### src/rtl/ct_mat_lsu_ex2_agu.sv
//------------------------------------------------------------------------------
// ct_mat_lsu_ex2_agu
//
// Purpose:
//   Matrix load/store address generation unit (EX2 stage). It accepts one
//   matrix load/store instruction from EX1. It then emits one memory request
//   per matrix row, stepping the address by the row stride. After the last
//   row it reports completion for one cycle.
//
// Ports:
//   forever_cpuclk        clock
//   cpurst_b              asynchronous active-low reset
//   rtu_yy_xx_flush       pipeline flush; kills the instruction in flight
//   ex1_agu_*             EX1 instruction: valid, iid, optype, base, stride
//   x_sizeM / x_sizeK     rows / elements per row of the instruction
//   agu_ex1_ready         block is idle and can take an instruction
//   agu_mem_req_*         per-row memory request (valid/ready handshake)
//   mem_agu_req_rdy       memory accepts the current request
//   agu_cmplt_vld/_iid    one-cycle completion pulse with instruction id
//   agu_busy              an instruction is in progress
//------------------------------------------------------------------------------
module ct_mat_lsu_ex2_agu #(
    parameter logic [1:0] MAT_LSU_LOAD  = 2'b01,
    parameter logic [1:0] MAT_LSU_STORE = 2'b10
) (
    input  logic        forever_cpuclk,
    input  logic        cpurst_b,
    input  logic        rtu_yy_xx_flush,
    input  logic        ex1_agu_vld,
    input  logic [6:0]  ex1_agu_iid,
    input  logic [1:0]  ex1_agu_optype,
    input  logic [63:0] ex1_agu_base,
    input  logic        ex1_agu_stride_vld,
    input  logic [63:0] ex1_agu_stride,
    input  logic [1:0]  ex1_agu_elem_width,
    input  logic [7:0]  x_sizeM,
    input  logic [15:0] x_sizeK,
    output logic        agu_ex1_ready,
    output logic        agu_mem_req_vld,
    input  logic        mem_agu_req_rdy,
    output logic [63:0] agu_mem_req_addr,
    output logic [18:0] agu_mem_req_len,
    output logic [7:0]  agu_mem_req_row,
    output logic        agu_mem_req_st,
    output logic [6:0]  agu_mem_req_iid,
    output logic        agu_mem_req_last,
    output logic        agu_cmplt_vld,
    output logic [6:0]  agu_cmplt_iid,
    output logic        agu_busy
);

    localparam logic [1:0] ST_IDLE  = 2'd0;
    localparam logic [1:0] ST_REQ   = 2'd1;
    localparam logic [1:0] ST_CMPLT = 2'd2;

    // Latched instruction and walking state
    logic [1:0]  r_state;
    logic [6:0]  r_iid;
    logic [1:0]  r_optype;
    logic [1:0]  r_elem_width;
    logic [7:0]  r_size_m;
    logic [15:0] r_size_k;
    logic [63:0] r_stride;
    logic [7:0]  r_row;
    logic [63:0] r_addr;

    logic [1:0]  w_next_state;
    logic [18:0] w_row_bytes;
    logic [18:0] w_lat_row_bytes;
    logic [63:0] w_stride_eff;
    logic        w_accept;
    logic        w_size_zero;
    logic        w_last;
    logic        w_req_vld;
    logic        w_handshake;

    // Row bytes: K is at most 16 bits and the shift at most 3, so 19 bits
    // always hold the result exactly.
    assign w_row_bytes     = {3'b000, x_sizeK} << ex1_agu_elem_width;
    assign w_lat_row_bytes = {3'b000, r_size_k} << r_elem_width;

    // Without an explicit stride the rows are packed back to back.
    assign w_stride_eff = ex1_agu_stride_vld ? ex1_agu_stride
                                             : {45'd0, w_row_bytes};

    assign w_accept    = (r_state == ST_IDLE) & ex1_agu_vld & ~rtu_yy_xx_flush;
    assign w_size_zero = (x_sizeM == 8'd0) | (x_sizeK == 16'd0);
    assign w_last      = (r_row == (r_size_m - 8'd1));

    // Flush gates the valids combinationally so nothing escapes in that cycle.
    assign w_req_vld   = (r_state == ST_REQ) & ~rtu_yy_xx_flush;
    assign w_handshake = w_req_vld & mem_agu_req_rdy;

    // State register
    always_ff @(posedge forever_cpuclk or negedge cpurst_b) begin
        if (!cpurst_b) begin
            r_state <= ST_IDLE;
        end else begin
            r_state <= w_next_state;
        end
    end

    // Next-state logic; flush returns to IDLE from every state
    always_comb begin
        w_next_state = r_state;
        if (rtu_yy_xx_flush) begin
            w_next_state = ST_IDLE;
        end else begin
            case (r_state)
                ST_IDLE: begin
                    if (ex1_agu_vld) begin
                        w_next_state = w_size_zero ? ST_CMPLT : ST_REQ;
                    end else begin
                        w_next_state = ST_IDLE;
                    end
                end
                ST_REQ: begin
                    if (w_handshake && w_last) begin
                        w_next_state = ST_CMPLT;
                    end else begin
                        w_next_state = ST_REQ;
                    end
                end
                ST_CMPLT: begin
                    w_next_state = ST_IDLE;
                end
                default: begin
                    w_next_state = ST_IDLE;
                end
            endcase
        end
    end

    // Instruction latch on accept; row/address walk on each accepted request
    always_ff @(posedge forever_cpuclk or negedge cpurst_b) begin
        if (!cpurst_b) begin
            r_iid        <= 7'd0;
            r_optype     <= 2'd0;
            r_elem_width <= 2'd0;
            r_size_m     <= 8'd0;
            r_size_k     <= 16'd0;
            r_stride     <= 64'd0;
            r_row        <= 8'd0;
            r_addr       <= 64'd0;
        end else if (w_accept) begin
            r_iid        <= ex1_agu_iid;
            r_optype     <= ex1_agu_optype;
            r_elem_width <= ex1_agu_elem_width;
            r_size_m     <= x_sizeM;
            r_size_k     <= x_sizeK;
            r_stride     <= w_stride_eff;
            r_row        <= 8'd0;
            r_addr       <= ex1_agu_base;
        end else if (w_handshake && !w_last) begin
            r_row  <= r_row + 8'd1;
            // Address wraps modulo 2^64 by construction.
            r_addr <= r_addr + r_stride;
        end
    end

    // Output decode from the current state and latched payload
    always_comb begin
        agu_ex1_ready    = (r_state == ST_IDLE);
        agu_busy         = (r_state != ST_IDLE);
        agu_mem_req_vld  = w_req_vld;
        agu_mem_req_addr = r_addr;
        agu_mem_req_len  = w_lat_row_bytes;
        agu_mem_req_row  = r_row;
        agu_mem_req_st   = (r_optype == MAT_LSU_STORE);
        agu_mem_req_iid  = r_iid;
        agu_mem_req_last = (r_state == ST_REQ) & w_last;
        agu_cmplt_vld    = (r_state == ST_CMPLT) & ~rtu_yy_xx_flush;
        agu_cmplt_iid    = r_iid;
    end

endmodule

### config.mk
export PLATFORM = sky130hd
export DESIGN_NAME = ct_mat_lsu_ex2_agu
export DESIGN_NICKNAME = d
export VERILOG_FILES = /design/src/rtl/ct_mat_lsu_ex2_agu.sv
export SDC_FILE = /design/constraint.sdc
export NUM_CORES = 1
export LEC_CHECK = 0
export ABC_AREA = 1
export CAP_MARGIN = 40
export CORE_ASPECT_RATIO = 1.2
export CORE_MARGIN = 3
export CORE_UTILIZATION = 49
export CTS_CLUSTER_SIZE = 25
export DETAILED_ROUTE_END_ITERATION = 10
export PLACE_DENSITY = 0.83
export SLEW_MARGIN = 20
export SYNTH_ARGS = -nofsm -noshare
export SYNTH_HDL_FRONTEND = slang
export SYNTH_SLANG_ARGS = --single-unit
export TNS_END_PERCENT = 30
### constraint.sdc
create_clock -name forever_cpuclk -period 1.95 [get_ports forever_cpuclk]
set_input_delay 0.39 -clock forever_cpuclk [delete_from_list [all_inputs] [get_ports forever_cpuclk]]
set_output_delay 0.39 -clock forever_cpuclk [all_outputs]
set_load 0.005 [all_outputs]
==> run summary <==
Max Cap Viol: 0
Final setup vio count: 93
Final Max Tran Viols: 0
Register bit count reported by yosys: 173
Largest net degree at the start of global routing: 66
Reg-to-reg startpoint: r_size_m[1]$_DFFE_PN0P_
CP Class: flip-flop to output port
Post-route ant nets: 0
CTS sink cnt: 173
Clock Power Share: 13.4%
Switch Pwr: 12.3 mW
CP Launch Type: flip-flop
Worst Max-Slew Pin Slew: 0.576 ns
Post-synthesis sequential area ratio: 29.8%
Fmax: 391 MHz
Worst Path Arrival: 2.17 ns
Min Tclk post-route: 2.56 ns
Clk_skew: 0.0141 ns
DRT Pass-1 Iters: 6
Crit path buf inv count: 3
Fin crit share: 131%
H-Tree Level Count: 4
Switching part of the total: 44.8%
Worst R2R Path Depth: 18
PD cells: 1250 nW/um^2
CP Cell Sequence: inv_2 -> buf_4 -> nand3_1 -> nor2_2 -> nand2_1 -> nand3_1 -> o21ai_1 -> nor2_1 -> nand2_2 -> nor3_2 -> buf_2
Syn Std Cell Area: 14,500 sq um
Worst path top cell family by delay: simple AND/OR/NAND/NOR gates
Failing checks: negative setup slack
Largest family of logic cells by synthesized area: simple AND/OR/NAND/NOR gates
Endpoints failing hold: 0
Clk Latency, worst-skew pair: 0.45 ns
Post-synthesis mux area share: 1.31%
Grt ovf: 0
Combinational share of power: 66.4%
Main synth FF type: dfrtp_1
Area Growth Syn to Fin: 50.8%
CP max-delay cell: dfrtp_1
Clk root buf: clkbuf_16
Core Region: 29,000 sq um
RSZ-0062 raised after global routing: true
Drt via density: 5.32
Vias in the first global route: 17,500
Worst Hold Launch: ex1_agu_stride_vld
Layout cells sized above 1: 19.5%
Number of synthesized flops with an enable pin: 0
Hold path cells: 5
Adder-cell share of the synthesized area: 5.73%
Max_slew headroom: 61.6%
Int Power: 15.1 mW
Hold Path Class: input port to flip-flop
DP HPWL: 45.1 mm
Clock transition at path regs: 0.07 ns
Post-place setup slack: -0.567 ns
Fin Hold WS: 0.433 ns
R2r endpoint: agu_mem_req_addr[31]$_DFFE_PN0P_
Area fraction in and, or, nand and nor cells after synthesis: 41.3%
Worst R2R Setup Slack: -0.49 ns
Warnings from Yosys: 0
Peak supply drop: 0.814 mV
CP endpoint kind: output port
Yosys cell types: 34
DR WL/cell: 18.3 um
CTS tree: yes
Nets: 3,226
Worst setup margin: -0.607 ns
Placer Congestion: 0.991
Initial core utilization: 50.1%
Endpoint, Worst Hold: r_stride[14]$_DFFE_PN0P_
Data required, critical path: 1.56 ns
Initial antenna violation count: 2
FFs w/ async S/R, synth: 100%
Count of input and output buffers: 279
Via Count: 18,100
DIE AREA: 31,800 sq um
Drt total wl: 61.9 mm
Leak: 12.0 nW
Largest fanout on the critical path: 2
Boundary Pins: 280
Critical path's most frequent cell: nand3_1
Outcome: finished with violations
Synth Area in XOR/XNOR: 2.05%
Compound-Gate Fraction of Synth Area: 7.22%
1st-iter DRT viols: 1,582
CP peak stage delay: 0.39 ns
GRT Resource Usage Total: 36.7%
Syn nets: 2,669
Die Height: 195 um
First-pass GRT wire length: 92.0 mm
Seq pwr share: 20.2%
DIE WIDTH: 163 um
TritonCTS Buffers: 17
Synth Instances: 2,434
Synthesized area per cell: 5.98 sq um
Site Rows: 68
Bufs on Longest Clock Path: 2
Detailed-route DRC error count: 0
[logic make-up after synthesis]
group / count (synthesis)
and+or+nand+nor: 1475
buffers and inverters: 468
AOI/OAI and AO/OA: 199
DFF: 173
adders and majority gates: 66
xor gates and xnor gates: 34
muxes: 19
[placed cells by master, fill, tap and decap left out, drive strengths merged, types with 3 or more instances in the layout]
master | Yosys | final
dlymetal6s2s | 0 | 3
clkdlybuf4s50 | 0 | 251
nor4 | 9 | 9
xnor2 | 15 | 15
or2 | 26 | 26
dlygate4sd2 | 0 | 4
a22oi | 6 | 6
buf | 34 | 350
a21oi | 86 | 86
dfrtp | 173 | 173
nand2 | 1040 | 1040
clkinv | 0 | 4
o21ai | 91 | 91
nor2 | 161 | 161
clkbuf | 43 | 23
nor3 | 19 | 19
ha | 65 | 65
and2 | 4 | 4
nand3 | 195 | 195
mux2i | 19 | 19
o21a | 16 | 16
xor2 | 19 | 19
inv | 391 | 398
nand4 | 18 | 18
[synthesized netlist by cell type, types with 9 or more instances]
library cell,number,area share (%)
nand4_1,18,0.77
nor4_1,9,0.39
o21ai_0,90,3.1
ha_1,65,5.6
o21a_1,16,0.83
nor2_1,160,4.1
dfrtp_1,173,30
xnor2_1,15,0.90
a21oi_1,86,3.0
nand2_1,1027,26
mux2i_1,19,1.3
inv_1,390,10
nand2_2,11,0.47
nor3_1,19,0.65
xor2_1,19,1.1
buf_2,15,0.52
clkbuf_1,43,1.1
nand3_1,195,6.7
buf_4,9,0.46
or2_2,25,1.1
[registers in the layout (all words and copies together), names as in the netlist, 7 cells and up]
name,flops
agu_mem_req_addr,64
r_stride,64
r_size_k,16
agu_mem_req_row,8
r_size_m,8
agu_cmplt_iid,7
[cell type report]
cell class / instances / area [sq um]
fillers: 2246 / 7080
clock inverters: 15 / 179
clock buffers: 17 / 425
repair buffers: 615 / 5770
flip-flops and latches: 173 / 4330
well taps: 385 / 482
multi-input cells: 1793 / 9260
diodes: 2 / 5.00
inverters: 391 / 1490
[worst max-delay path by stage]
stage,startpoint,to,cells past startpoint
final,r_size_m[1]$_DFFE_PN0P_,agu_mem_req_last,11
after global routing,r_size_m[1]$_DFFE_PN0P_,agu_mem_req_last,11
after CTS,r_size_m[1]$_DFFE_PN0P_,agu_mem_req_last,11
after detailed placement,r_stride[50]$_DFFE_PN0P_,agu_mem_req_addr[63]$_DFFE_PN0P_,10
after global placement,agu_mem_req_addr[41]$_DFFE_PN0P_,agu_mem_req_addr[63]$_DFFE_PN0P_,12
after floorplan,agu_mem_req_addr[0]$_DFFE_PN0P_,agu_mem_req_addr[60]$_DFFE_PN0P_,16
[timing repair]
action | 4_1_cts | 5_1_grt
hold endpoints to repair | 37 | 0
gates resized for setup | 214 | 106
buffers inserted | 19 | 10
hold buffers | 1 | 0
endpoints found under the setup margin | 96 | 100
pin swaps | 19 | 15
cloned | 6 | 5
[worst register-to-register path, cell delays in order (launching register included)]
cell and delay, ns:
dfrtp_1 0.39, inv_2 0.08, buf_4 0.11, nand3_1 0.13, nor2_2 0.13, nand2_1 0.09
nand3_1 0.09, o21ai_1 0.09, nor2_1 0.20, nand2_2 0.11, buf_4 0.14, buf_6 0.12
nand2_8 0.07, nand2_8 0.08, inv_12 0.11, buf_12 0.15, clkbuf_16 0.16, nand2_1 0.05
nand2_1 0.06
[routing by layer]
metal | share of wire [%] | up-vias | GRT usage [%]
met5 | 0 | - | 0
met4 | 6.2 | 0 | 19.0
met3 | 7.2 | 232 | 5.35
met2 | 49 | 935 | 63.2
met1 | 38 | 8280 | 44.3
li1 | - | 8604 | -
[metrics by stage]
stage	setup TNS (ns)	utilization, %	power [mW]	cell area, sq um	instances
after floorplan	-0.0409	-	13.4	14600	2434
after global placement	-20.86	68.8	21.6	20000	3321
after detailed placement	-21.22	68.8	21.9	20000	3322
after CTS	-34.93	73.8	26.4	21400	3378
after global routing	-48.24	75.6	29.2	21900	3391
final	-34.38	75.6	27.4	21900	3391
[power groups by stage]
stage	clock (mW)	combinational [mW]	sequential, mW
after CTS	3.65	17.3	5.45
after floorplan	0	7.97	5.41
after global routing	3.80	19.8	5.63
final	3.66	18.2	5.53
after detailed placement	0	16.5	5.37
after global placement	0	16.3	5.33
Power figures use the tool's default switching activity.
